[src/rtl/ssd_pkg.sv]
// Shared seven-segment constants: active-low abcdefg patterns and symbol code map.
package ssd_pkg;

    localparam int unsigned CODE_W = 5;
    localparam int unsigned SEG_W  = 7;

    typedef logic [CODE_W-1:0] code_t;
    typedef logic [SEG_W-1:0]  seg_t;

    // Patterns are abcdefg with a in the MSB; a 0 lights the segment.
    localparam seg_t SEG_0   = 7'b0000001;
    localparam seg_t SEG_1   = 7'b1001111;
    localparam seg_t SEG_2   = 7'b0010010;
    localparam seg_t SEG_3   = 7'b0000110;
    localparam seg_t SEG_4   = 7'b1001100;
    localparam seg_t SEG_5   = 7'b0100100;
    localparam seg_t SEG_6   = 7'b0100000;
    localparam seg_t SEG_7   = 7'b0001111;
    localparam seg_t SEG_8   = 7'b0000000;
    localparam seg_t SEG_9   = 7'b0000100;
    localparam seg_t SEG_A   = 7'b0001000;
    localparam seg_t SEG_B   = 7'b1100000;
    localparam seg_t SEG_C   = 7'b0110001;
    localparam seg_t SEG_D   = 7'b1000010;
    localparam seg_t SEG_E   = 7'b0110000;
    localparam seg_t SEG_F   = 7'b0111000;
    localparam seg_t SEG_O   = 7'b1100010;
    localparam seg_t SEG_L   = 7'b1110001;
    localparam seg_t SEG_P   = 7'b0011000;
    localparam seg_t SEG_H   = 7'b1101000;
    localparam seg_t SEG_R   = 7'b1111010;
    localparam seg_t SEG_OFF = 7'b1111111;

    localparam code_t CODE_O     = 5'd16;
    localparam code_t CODE_L     = 5'd17;
    localparam code_t CODE_P     = 5'd18;
    localparam code_t CODE_H     = 5'd19;
    localparam code_t CODE_R     = 5'd20;
    localparam code_t CODE_BLANK = 5'd31;

endpackage

[src/rtl/ssd_scan_driver_if.sv]
// Code-set load port: valid/ready handshake carrying per-digit codes, dp and blink.
interface ssd_scan_driver_if #(
    parameter int unsigned DIGITS = 4
) ();
    import ssd_pkg::*;

    logic                     load_valid;
    logic                     load_ready;
    logic [CODE_W*DIGITS-1:0] digit_codes;
    logic [DIGITS-1:0]        dp_in;
    logic [DIGITS-1:0]        blink_en;

    modport master (
        output load_valid, digit_codes, dp_in, blink_en,
        input  load_ready
    );

    modport slave (
        input  load_valid, digit_codes, dp_in, blink_en,
        output load_ready
    );

endinterface

[src/rtl/int5bitToHexSSD_bankVer.sv]
// Bank-version symbol decoder: 5-bit code to active-low abcdefg pattern.
module int5bitToHexSSD_bankVer
    import ssd_pkg::*;
(
    input  code_t code,
    output seg_t  seg_c
);

    always_comb begin
        seg_c = SEG_OFF;
        case (code)
            5'd0:   seg_c = SEG_0;
            5'd1:   seg_c = SEG_1;
            5'd2:   seg_c = SEG_2;
            5'd3:   seg_c = SEG_3;
            5'd4:   seg_c = SEG_4;
            5'd5:   seg_c = SEG_5;
            5'd6:   seg_c = SEG_6;
            5'd7:   seg_c = SEG_7;
            5'd8:   seg_c = SEG_8;
            5'd9:   seg_c = SEG_9;
            5'd10:  seg_c = SEG_A;
            5'd11:  seg_c = SEG_B;
            5'd12:  seg_c = SEG_C;
            5'd13:  seg_c = SEG_D;
            5'd14:  seg_c = SEG_E;
            5'd15:  seg_c = SEG_F;
            CODE_O: seg_c = SEG_O;
            CODE_L: seg_c = SEG_L;
            CODE_P: seg_c = SEG_P;
            CODE_H: seg_c = SEG_H;
            CODE_R: seg_c = SEG_R;
            default: seg_c = SEG_OFF;
        endcase
    end

endmodule

[src/rtl/ssd_scan_driver.sv]
// Multiplexed common-anode seven-segment driver with frame-synchronous code update,
// inter-digit blanking, per-digit blink and decimal point.
module ssd_scan_driver
    import ssd_pkg::*;
#(
    parameter int unsigned DIGITS       = 4,
    parameter int unsigned REFRESH_DIV  = 100000,
    parameter int unsigned BLANK_CYCLES = 1000,
    parameter int unsigned BLINK_FRAMES = 64
) (
    input  logic              clk,
    input  logic              rst,
    input  logic              enable,
    ssd_scan_driver_if.slave  load,
    output logic [SEG_W-1:0]  seg,
    output logic              dp,
    output logic [DIGITS-1:0] an,
    output logic              frame_start
);

    localparam int unsigned SLOT_W = (REFRESH_DIV > 1)  ? $clog2(REFRESH_DIV)  : 1;
    localparam int unsigned DIG_W  = (DIGITS > 1)       ? $clog2(DIGITS)       : 1;
    localparam int unsigned FRM_W  = (BLINK_FRAMES > 1) ? $clog2(BLINK_FRAMES) : 1;
    localparam int unsigned SET_W  = CODE_W * DIGITS;

    localparam logic [0:0] PH_BLANK = 1'b0;
    localparam logic [0:0] PH_SHOW  = 1'b1;

    logic [SLOT_W-1:0] slot_cnt, slot_n;
    logic [DIG_W-1:0]  digit_idx, digit_n;
    logic [FRM_W-1:0]  frame_cnt, frame_n;
    logic              blink_phase, phase_n;

    logic [SET_W-1:0]  act_codes, stg_codes;
    logic [DIGITS-1:0] act_dp, act_blink, stg_dp, stg_blink;
    logic              pending, pending_n;

    logic              take_c, apply_c, boundary_c;
    code_t             sel_code_c;
    logic              sel_dp_c, sel_blink_c;
    logic [DIGITS-1:0] an_sel_c, an_c;
    logic [0:0]        phase_c;
    logic              lit_c, dp_c, frame_start_c;
    seg_t              dec_seg_c, seg_c;

    // Scan counters: slot within digit, digit within frame, frame within blink half-period.
    always_comb begin
        slot_n  = slot_cnt;
        digit_n = digit_idx;
        frame_n = frame_cnt;
        phase_n = blink_phase;
        if (!enable) begin
            slot_n  = '0;
            digit_n = '0;
            frame_n = '0;
            phase_n = 1'b0;
        end else if (slot_cnt == SLOT_W'(REFRESH_DIV - 1)) begin
            slot_n = '0;
            if (digit_idx == DIG_W'(DIGITS - 1)) begin
                digit_n = '0;
                if (frame_cnt == FRM_W'(BLINK_FRAMES - 1)) begin
                    frame_n = '0;
                    phase_n = ~blink_phase;
                end else begin
                    frame_n = frame_cnt + FRM_W'(1);
                end
            end else begin
                digit_n = digit_idx + DIG_W'(1);
            end
        end else begin
            slot_n = slot_cnt + SLOT_W'(1);
        end
    end

    always_ff @(posedge clk) begin
        if (rst) begin
            slot_cnt    <= '0;
            digit_idx   <= '0;
            frame_cnt   <= '0;
            blink_phase <= 1'b0;
        end else begin
            slot_cnt    <= slot_n;
            digit_idx   <= digit_n;
            frame_cnt   <= frame_n;
            blink_phase <= phase_n;
        end
    end

    // Staged set is promoted only at a frame boundary, or at once while the display is off.
    always_comb begin
        boundary_c = (slot_cnt == '0) && (digit_idx == '0);
        take_c     = load.load_valid && load.load_ready;
        apply_c    = pending && (boundary_c || !enable);
        pending_n  = pending;
        if (take_c) begin
            pending_n = 1'b1;
        end else if (apply_c) begin
            pending_n = 1'b0;
        end
    end

    always_ff @(posedge clk) begin
        if (rst) begin
            act_codes       <= {DIGITS{CODE_BLANK}};
            act_dp          <= '0;
            act_blink       <= '0;
            stg_codes       <= {DIGITS{CODE_BLANK}};
            stg_dp          <= '0;
            stg_blink       <= '0;
            pending         <= 1'b0;
            load.load_ready <= 1'b0;
        end else begin
            if (take_c) begin
                stg_codes <= load.digit_codes;
                stg_dp    <= load.dp_in;
                stg_blink <= load.blink_en;
            end else if (apply_c) begin
                act_codes <= stg_codes;
                act_dp    <= stg_dp;
                act_blink <= stg_blink;
            end
            pending         <= pending_n;
            load.load_ready <= !pending_n;
        end
    end

    // Select the scanned digit's attributes so a single decoder serves all digits.
    always_comb begin
        sel_code_c  = CODE_BLANK;
        sel_dp_c    = 1'b0;
        sel_blink_c = 1'b0;
        an_sel_c    = '0;
        for (int i = 0; i < int'(DIGITS); i++) begin
            if (digit_idx == DIG_W'(i)) begin
                sel_code_c  = act_codes[i*CODE_W +: CODE_W];
                sel_dp_c    = act_dp[i];
                sel_blink_c = act_blink[i];
                an_sel_c[i] = 1'b1;
            end
        end
    end

    int5bitToHexSSD_bankVer u_dec (
        .code  (sel_code_c),
        .seg_c (dec_seg_c)
    );

    always_comb begin
        phase_c       = (slot_cnt < SLOT_W'(BLANK_CYCLES)) ? PH_BLANK : PH_SHOW;
        lit_c         = enable && (phase_c == PH_SHOW) && !(sel_blink_c && blink_phase);
        an_c          = lit_c ? ~an_sel_c : '1;
        seg_c         = lit_c ? dec_seg_c : SEG_OFF;
        dp_c          = lit_c ? ~sel_dp_c : 1'b1;
        frame_start_c = enable && boundary_c;
    end

    always_ff @(posedge clk) begin
        if (rst) begin
            an          <= '1;
            seg         <= SEG_OFF;
            dp          <= 1'b1;
            frame_start <= 1'b0;
        end else begin
            an          <= an_c;
            seg         <= seg_c;
            dp          <= dp_c;
            frame_start <= frame_start_c;
        end
    end

endmodule

[src/flat_wrapper.sv]
// flat-port wrapper written by rule: the top's interface ports become plain ports
module ssd_scan_driver_flat import ssd_pkg::*;
#(
    parameter int unsigned DIGITS       = 4,
    parameter int unsigned REFRESH_DIV  = 100000,
    parameter int unsigned BLANK_CYCLES = 1000,
    parameter int unsigned BLINK_FRAMES = 64
)
  (clk, rst, enable, seg, dp, an, frame_start, load_load_valid, load_digit_codes, load_dp_in, load_blink_en, load_load_ready);
  ssd_scan_driver_if #(.DIGITS(DIGITS)) load_i ();
  input  logic clk;
  input  logic rst;
  input  logic enable;
  output logic [SEG_W-1:0] seg;
  output logic dp;
  output logic [DIGITS-1:0] an;
  output logic frame_start;
  input wire logic [$bits(load_i.load_valid)-1:0] load_load_valid;
  input wire logic [$bits(load_i.digit_codes)-1:0] load_digit_codes;
  input wire logic [$bits(load_i.dp_in)-1:0] load_dp_in;
  input wire logic [$bits(load_i.blink_en)-1:0] load_blink_en;
  output wire logic [$bits(load_i.load_ready)-1:0] load_load_ready;
  assign load_i.load_valid = load_load_valid;
  assign load_i.digit_codes = load_digit_codes;
  assign load_i.dp_in = load_dp_in;
  assign load_i.blink_en = load_blink_en;
  assign load_load_ready = load_i.load_ready;
  ssd_scan_driver #(.DIGITS(DIGITS), .REFRESH_DIV(REFRESH_DIV), .BLANK_CYCLES(BLANK_CYCLES), .BLINK_FRAMES(BLINK_FRAMES)) u_core (.clk(clk), .rst(rst), .enable(enable), .load(load_i), .seg(seg), .dp(dp), .an(an), .frame_start(frame_start));
endmodule
[config.mk]
export PLATFORM = sky130hd
export DESIGN_NAME = ssd_scan_driver_flat
export DESIGN_NICKNAME = d
export VERILOG_FILES = /design/src/rtl/ssd_pkg.sv /design/src/rtl/ssd_scan_driver_if.sv /design/src/rtl/int5bitToHexSSD_bankVer.sv /design/src/rtl/ssd_scan_driver.sv /design/src/flat_wrapper.sv
export SDC_FILE = /design/constraint.sdc
export NUM_CORES = 1
export LEC_CHECK = 0
export CORE_AREA = 2 2 88 90
export CTS_CLUSTER_SIZE = 24
export DETAILED_ROUTE_END_ITERATION = 10
export DIE_AREA = 0 0 90 92
export GPL_TIMING_DRIVEN = 0
export HOLD_SLACK_MARGIN = 0.02
export PLACE_DENSITY = 0.82
export SLEW_MARGIN = 20
export SYNTH_ARGS = -nofsm -noshare
export SYNTH_HDL_FRONTEND = slang
export SYNTH_SLANG_ARGS = --single-unit
[constraint.sdc]
create_clock -name clk -period 3.5 [get_ports clk]
set_input_delay 0.7 -clock clk [delete_from_list [all_inputs] [get_ports clk]]
set_output_delay 0.7 -clock clk [all_outputs]
set_load 0.1 [all_outputs]
After elaboration in Yosys (flattened, before gate mapping)
Memory sizes are Yosys's and may differ from the RTL's. A register that Yosys moved wholly into a read port is not among the register bits.
Index checks and enable logic that the tools add are counted.
- flip-flop bits (word level): 90
- ROM bits: 224
- bits of input ports: 32
- output and inout port bits: 14
- logic and storage cells: 71
- memories kept: 1
- add/sub/neg operators: 3
- order comparisons: 1
- equal/unequal tests: 5
- muxes and demuxes: 21
- bitwise logic cells: 6
- reduce and logical (&&, ||, !) cells: 19
- memory list (name ; depth ; bits a word ; rd ports ; clocked after memory_dff ; wr ports ; RTL line ; text):
    (no name shown) ; 32 ; 7 ; 1 ; 1 ; 0 ; int5bitToHexSSD_bankVer.sv:11 ; case (code)
- operator list (kind ; number):
    $mux 5 ; 4
    $add 17x1->17 const B ; 1
    $eq 17x17->1 const B ; 1
    $logic_not 17->1 ; 1
    $lt 17x10->1 const B ; 1
    $mux 1 ; 15
    $logic_and 1x1->1 ; 7
    $add 6x1->6 const B ; 1
    $eq 6x6->1 const B ; 1
    $mux 6 ; 1
    $not 1->1 ; 5
    $eq 2x2->1 const B ; 2
    $not 4->4 ; 1
    $reduce_and 2->1 ; 2
    $reduce_or 2->1 ; 2
    $logic_not 1->1 ; 3
    $reduce_and 3->1 ; 1
    $reduce_or 3->1 ; 1
    $add 2x1->2 const B ; 1
    $eq 2x1->1 const B ; 1
    $logic_not 2->1 ; 1
    $mux 2 ; 1
    $logic_or 1x1->1 ; 1

Logic depth before layout (Yosys ltp)
Gate-level depths: netlist of the first run.
- depth in word-level cells: 10
- mapped depth: 11
- gate-level depth less buffers: 11

Cells and area by module
Synthesis of the first run repeated with hierarchy kept, for this count alone.
- cells, all modules: 542
- area, all modules: 4605.7 um^2
- modules (own cells, without submodules) (module ; times used ; cells an instance ; area each (um^2) ; seq. area each (um^2)):
    ssd_scan_driver ; 1 ; 489 ; 4234.1 ; 1941.9
    int5bitToHexSSD_bankVer ; 1 ; 53 ; 371.6 ; 0.0

Worst setup path before layout of the first run
OpenSTA, ideal clock, no wires.
- path type: reg-to-reg
- start point: register u_core.digit_idx[0]
- end point: register u_core.seg[5]
- library setup time: 0.136 ns
- arrival time: 2.217 ns
- data required time: 3.364 ns
- path slack: 1.147 ns
- cell stages (with the launch flop): 11
- buffers on the path: 0
- clock period less this slack: 2.353 ns
- path through: dfxtp_1 -> inv_1 -> ha_1 -> nor2_1 -> o221ai_1 -> o211ai_1 -> inv_1 -> ha_1 -> or3_1 -> a31oi_1 -> o21ai_0
- word-level cells in the longest chain between the ends: 10
- elaborated cells between the ends (all ways): 17
- classes of those cells: eq/ne: 3; mux: 8; bitwise: 1; reduce/logical: 5
- RTL lines (element ; RTL line ; text):
    start: declaration ; ssd_scan_driver.sv:30 ; logic [DIG_W-1:0] digit_idx, digit_n;
    start signal: assignment ; ssd_scan_driver.sv:83 ; digit_idx <= digit_n;
    $logic_not 2->1 ; ssd_scan_driver.sv:134 ; if (digit_idx == DIG_W'(i)) begin
    $mux 1 (4 in a row) ; ssd_scan_driver.sv:134 ;
    $logic_and 1x1->1 ; ssd_scan_driver.sv:150 ; lit_c = enable && (phase_c == PH_SHOW) && !(sel_blink_c && blink_phase);
    $logic_not 1->1 ; ssd_scan_driver.sv:150 ;
    $logic_and 1x1->1 ; ssd_scan_driver.sv:150 ;
    $not 1->1 (no line) ; - ;
    $reduce_or 2->1 (no line) ; - ;
    end: declaration ; ssd_scan_driver.sv:15 ; output logic [SEG_W-1:0] seg,
Parallel ways exist; a longest one is shown, timed or not.
A chain may end at the register's enable or synchronous reset.

Final worst setup path of the first run
Ends and elaborated chain as after synthesis.

==> results of run 1 <==
-- power by group through the flow --
stage               Clock [mW]  Sequential [mW]  Combinational [mW]
floorplan                    0             1.19               0.118
global placement             0             1.18               0.192
detailed placement           0             1.18               0.199
CTS                      0.882             1.16               0.200
global route             0.929             1.16               0.222
finish                   0.876             1.16               0.201
-- layer usage --
layer	share of wire, %	track usage [%]	up-vias
met1	45	30.0	1694
met5	0	0	-
met2	48	38.4	94
met3	4.6	4.11	15
met4	1.9	9.23	0
li1	-	-	1800
-- registers in the layout (all words and copies together) (netlist names) --
signal                  cells
u_core.act_codes           20
u_core.stg_codes           20
u_core.slot_cnt            17
u_core.seg                  7
u_core.frame_cnt            6
u_core.act_blink            4
u_core.act_dp               4
u_core.an                   4
u_core.stg_blink            4
u_core.stg_dp               4
u_core.digit_idx            2
u_core.blink_phase          1
u_core.dp                   1
u_core.frame_start          1
u_core.load.load_ready      1
u_core.pending              1
-- worst register-to-register path, stage by stage (launching register included) --
cell	delay [ps]
sky130_fd_sc_hd__dfxtp_1	410
sky130_fd_sc_hd__inv_1	100
sky130_fd_sc_hd__ha_1	230
sky130_fd_sc_hd__nor2_1	280
sky130_fd_sc_hd__o221ai_1	290
sky130_fd_sc_hd__o211ai_1	350
sky130_fd_sc_hd__inv_1	230
sky130_fd_sc_hd__ha_1	360
sky130_fd_sc_hd__or3_1	370
sky130_fd_sc_hd__a31oi_1	170
sky130_fd_sc_hd__o21ai_0	90
-- worst paths after layout --
| kind | start | end | slack, ps | cells past startpoint |
|---|---|---|---|---|
| worst max-delay path | u_core.digit_idx[0]$_SDFFE_PP0N_ | u_core.seg[5]$_SDFF_PP1_ | 490 | 10 |
| worst min-delay path | u_core.stg_dp[0]$_SDFFE_PP0P_ | u_core.stg_dp[0]$_SDFFE_PP0P_ | 460 | 2 |
| worst max register to register | u_core.digit_idx[0]$_SDFFE_PP0N_ | u_core.seg[5]$_SDFF_PP1_ | 490 | 10 |
| worst min register to register | u_core.stg_dp[0]$_SDFFE_PP0P_ | u_core.stg_dp[0]$_SDFFE_PP0P_ | 460 | 2 |
-- Yosys cell counts, types with 2 or more instances --
cell / count / area, um2
sky130_fd_sc_hd__o221a_2: 2 / 22.5
sky130_fd_sc_hd__buf_6: 2 / 22.5
sky130_fd_sc_hd__a31oi_1: 3 / 18.8
sky130_fd_sc_hd__and3_1: 4 / 25.0
sky130_fd_sc_hd__xnor2_1: 8 / 70.1
sky130_fd_sc_hd__a211oi_1: 3 / 22.5
sky130_fd_sc_hd__inv_1: 11 / 41.3
sky130_fd_sc_hd__dfxtp_1: 97 / 1940
sky130_fd_sc_hd__or2_2: 2 / 12.5
sky130_fd_sc_hd__or3_1: 4 / 25.0
sky130_fd_sc_hd__a21oi_1: 19 / 95.1
sky130_fd_sc_hd__nand3_1: 19 / 95.1
sky130_fd_sc_hd__nor2_1: 42 / 158
sky130_fd_sc_hd__nor3_1: 9 / 45.0
sky130_fd_sc_hd__mux2_2: 5 / 56.3
sky130_fd_sc_hd__nand3b_1: 21 / 158
sky130_fd_sc_hd__nand2b_1: 3 / 18.8
sky130_fd_sc_hd__nor2b_1: 22 / 138
sky130_fd_sc_hd__buf_4: 2 / 15.0
sky130_fd_sc_hd__buf_1: 4 / 15.0
sky130_fd_sc_hd__o21ai_0: 20 / 100
sky130_fd_sc_hd__o211a_1: 3 / 30.0
sky130_fd_sc_hd__a211o_1: 20 / 175
sky130_fd_sc_hd__o311ai_0: 2 / 17.5
sky130_fd_sc_hd__nand2_1: 91 / 342
sky130_fd_sc_hd__ha_1: 13 / 163
sky130_fd_sc_hd__buf_2: 3 / 15.0
sky130_fd_sc_hd__xor2_1: 8 / 70.1
sky130_fd_sc_hd__clkbuf_1: 14 / 52.6
sky130_fd_sc_hd__nand4_1: 3 / 18.8
sky130_fd_sc_hd__o211ai_1: 4 / 30.0
sky130_fd_sc_hd__o221ai_1: 2 / 17.5
sky130_fd_sc_hd__a31o_2: 2 / 17.5
sky130_fd_sc_hd__mux2i_1: 10 / 100
-- final cells by class --
type / count / area [um2] / share of cell area, %
Tap cell: 102 / 128 / 2.51
Multi-Input combinational cell: 357 / 2150 / 42.3
Clock buffer: 10 / 128 / 2.51
Inverter: 11 / 41.3 / 0.811
Timing Repair Buffer: 45 / 450 / 8.85
Clock inverter: 6 / 115 / 2.26
Buffer: 26 / 135 / 2.65
Sequential cell: 97 / 1940 / 38.1
-- cells by family (layout without fill, tap and decap cells) --
family	Yosys count	count (layout)	synth area share, %
xor+xnor	16	16	3.28
flops	97	97	45.5
fa+ha+maj	13	13	3.81
mux	15	15	3.66
buf+inv	37	98	4.13
compound gates	85	85	13.8
simple gates	228	228	25.9
==> results.md, run 1 <==
Clocking:
- Clock tree synthesis selected as its root buffer the cell sky130_fd_sc_hd__clkbuf_8.
- The clock reaches the later pin of the worst-skew pair after 360 ps.
- The number of buffers inserted by post-CTS setup repair is 0.
- In this run, CTS created clock tree buffers numbering 9.
- The clock slew at the register clock pins of the worst setup and hold paths is ~90 ps.
- The number of buffers inserted by hold repair at cts is 0.
- In this run, post-CTS repair resized a total of 0 instances.
- The clock drives 97 sinks.
- TritonCTS built the clock tree.
- In this run the number of H-tree levels came out at 3.
- The clock passes through at most 2 buffers.

Timing:
- The number of pins with negative max-slew slack in the final report was 0.
- The hold slack is 462 ps.
- Dividing the final minimum period by the clock period gives 86.0%.
- Timing would allow up to roughly 330 MHz.
- For the final routed database, the setup TNS stands at 0 ps.
- The worst path needs about 3000 ps of the cycle, external delays included.
- Clock skew on the completed layout was measured at approximately 11 ps.
- Setup repair after global routing left no endpoint under its margin.
- The final-report setup violation count is 0.
- After layout, the worst setup slack is 491 ps.
- The relative slew slack is between 30% and 40%.
- The final-report hold violation count came to 0.
- The transition at the pin with the smallest max-transition slack is 968 ps.

Placement:
- Summed over all nets, the half-perimeter wirelength after detailed placement is between 6 and 7 mm.
- In this run, placement finished with an instance count of between 600 and 700.
- The port buffer count is between 40 and 50.
- The congestion estimate from routability-driven global placement came to around 0.94.
- Once placement finished, the instance area stood at just under 5000 um2.
- The post-place setup slack is 599 ps.

Die:
- The die covers 8280 um2.
- The placeable core region is 7450 um2.
- The number of primary I/O pins is between 40 and 50.
- In this run the horizontal extent of the chip is 90 um.
- The floorplan step set the die height to between 90 and 100 um.
- Once the floorplan was initialized, standard cells occupied a little under three fifths of the core.
- The floorplan row count is 32.

Synthesis:
- The synthesized netlist occupies a cell area of 4270 um2.
- The flip-flop cell with the highest count after synthesis is sky130_fd_sc_hd__dfxtp_1.
- The number of synthesis warnings is 0.
- Counting flops and latches in the post-synthesis netlist gives just under 100.
- The synthesized instance count is 491.
- For this run, asynchronously set or reset flops after synthesis account for 0%.
- The post-synthesis sequential area ratio is 45.5%.
- Synthesis produced a netlist with a net count of 536.
- The count of flip-flops with a built-in enable after synthesis is 0.
- The average footprint of a synthesized cell is about 8.7 um2.
- In this run, distinct cell masters in the synthesized netlist total 48.

Power and ir drop:
- The total power draw is between 2 and 2.5 mW.
- The clock network accounts for between 30 and 40% of the total power.
- The maximum resistive drop on vdd is between 200 and 300 uV.
- The net switching fraction of the power is about a quarter.
- In this run, the combinational gates consume under 10% of the power.
- In this run the power spent charging and discharging nets is 0.524 mW.
- The portion of total power attributed to sequential cells is a little over 50%.
- The total internal power is ~1.7 mW.
- The total power per unit cell area is ~440 nW/um2.
- The analysis attributes to cell leakage a power of between 1.5 and 2 nW.

Cells and area:
- Leaving out fill and tap cells, the most frequent cells in the layout are sky130_fd_sc_hd__dfxtp_1, sky130_fd_sc_hd__nand2_1, sky130_fd_sc_hd__clkdlybuf4s50_1.
- After routing the design area is ~5100 um2.
- The net count reported at finish is 592.
- In the final layout, the share of cells above drive strength 1 is a little over 7%.
- Once layout is complete, the cells apart from fillers number 654.
- The final core utilization is 68.4%.
- The layout has approximately 600 filler cells.
- The signed area change from the synthesized netlist to the final layout is 19.2%.
- The most common library cell in the layout ignoring fill and taps is sky130_fd_sc_hd__dfxtp_1.
- The repair_antennas step left the layout with diodes totalling 0.

Setup path:
- The standard cell with the maximum stage delay on the critical path is sky130_fd_sc_hd__dfxtp_1.
- STA classifies the critical path endpoint as a flip-flop.
- The critical path contains buffers and inverters numbering 2 combined.
- The critical path goes through inv_1 -> ha_1 -> nor2_1 -> o221ai_1 -> o211ai_1 -> inv_1 -> ha_1 -> or3_1 -> a31oi_1 -> o21ai_0.
- STA classifies the critical path startpoint as a flip-flop.
- The highest net fanout along the worst path is 6.
- The worst setup path is of the reg2reg kind.
- The gate family responsible for the most delay along the worst path is compound AO/OA/AOI/OAI gates.
- The arrival time at the worst endpoint is around 3200 ps.
- On the worst path, the slowest cell contributes a delay of a little over 400 ps.
- STA puts the critical path data required time at around 3700 ps.

Global routing:
- The number of antenna violations at the first check in global routing is 0.
- The aggregate global routing overflow is 0.
- The via count of the first global-routing pass was about 3.4k.
- Entering global routing, the biggest net connects 17 pins.
- For this run, the total global-route usage over all layers was measured as between 20% and 30%.
- The first global-routing pass estimated around 16 mm of wire.

Routing:
- In this run the remaining antenna-violating nets after routing total 0.
- The routed design has around 9.3 mm of wire.
- After detailed routing, the average wire length per cell comes to between 10 and 15 um.
- The via density per instance is 5.51.
- For this run, design rule violations remaining after detail routing come to 0.
- The total via count after detailed routing is about 3.6k.
- The length of the first detailed-routing pass in iterations is 5.
- After the first detailed-routing iteration, the DRC count stood at between 150 and 200.

Run status:
- The flow ran to the end, and the final reports show no timing, DRC or antenna violations.

Min path:
- The class of the most critical hold timing path is reg2reg.

Job:
- The max-capacitance violation count is 0.
No activity file was read; power rests on OpenSTA's default activity.
==> run 2, diff against run 1 <==
--- a/config.mk
+++ b/config.mk
@@ -5,6 +5,7 @@
 export SDC_FILE = /design/constraint.sdc
 export NUM_CORES = 1
 export LEC_CHECK = 0
+export CAP_MARGIN = 0
 export CORE_AREA = 2 2 88 90
 export CTS_CLUSTER_SIZE = 24
 export DETAILED_ROUTE_END_ITERATION = 10
==> results of run 2 <==
The final DEF is identical to that of run 1; final timing and power are the same.
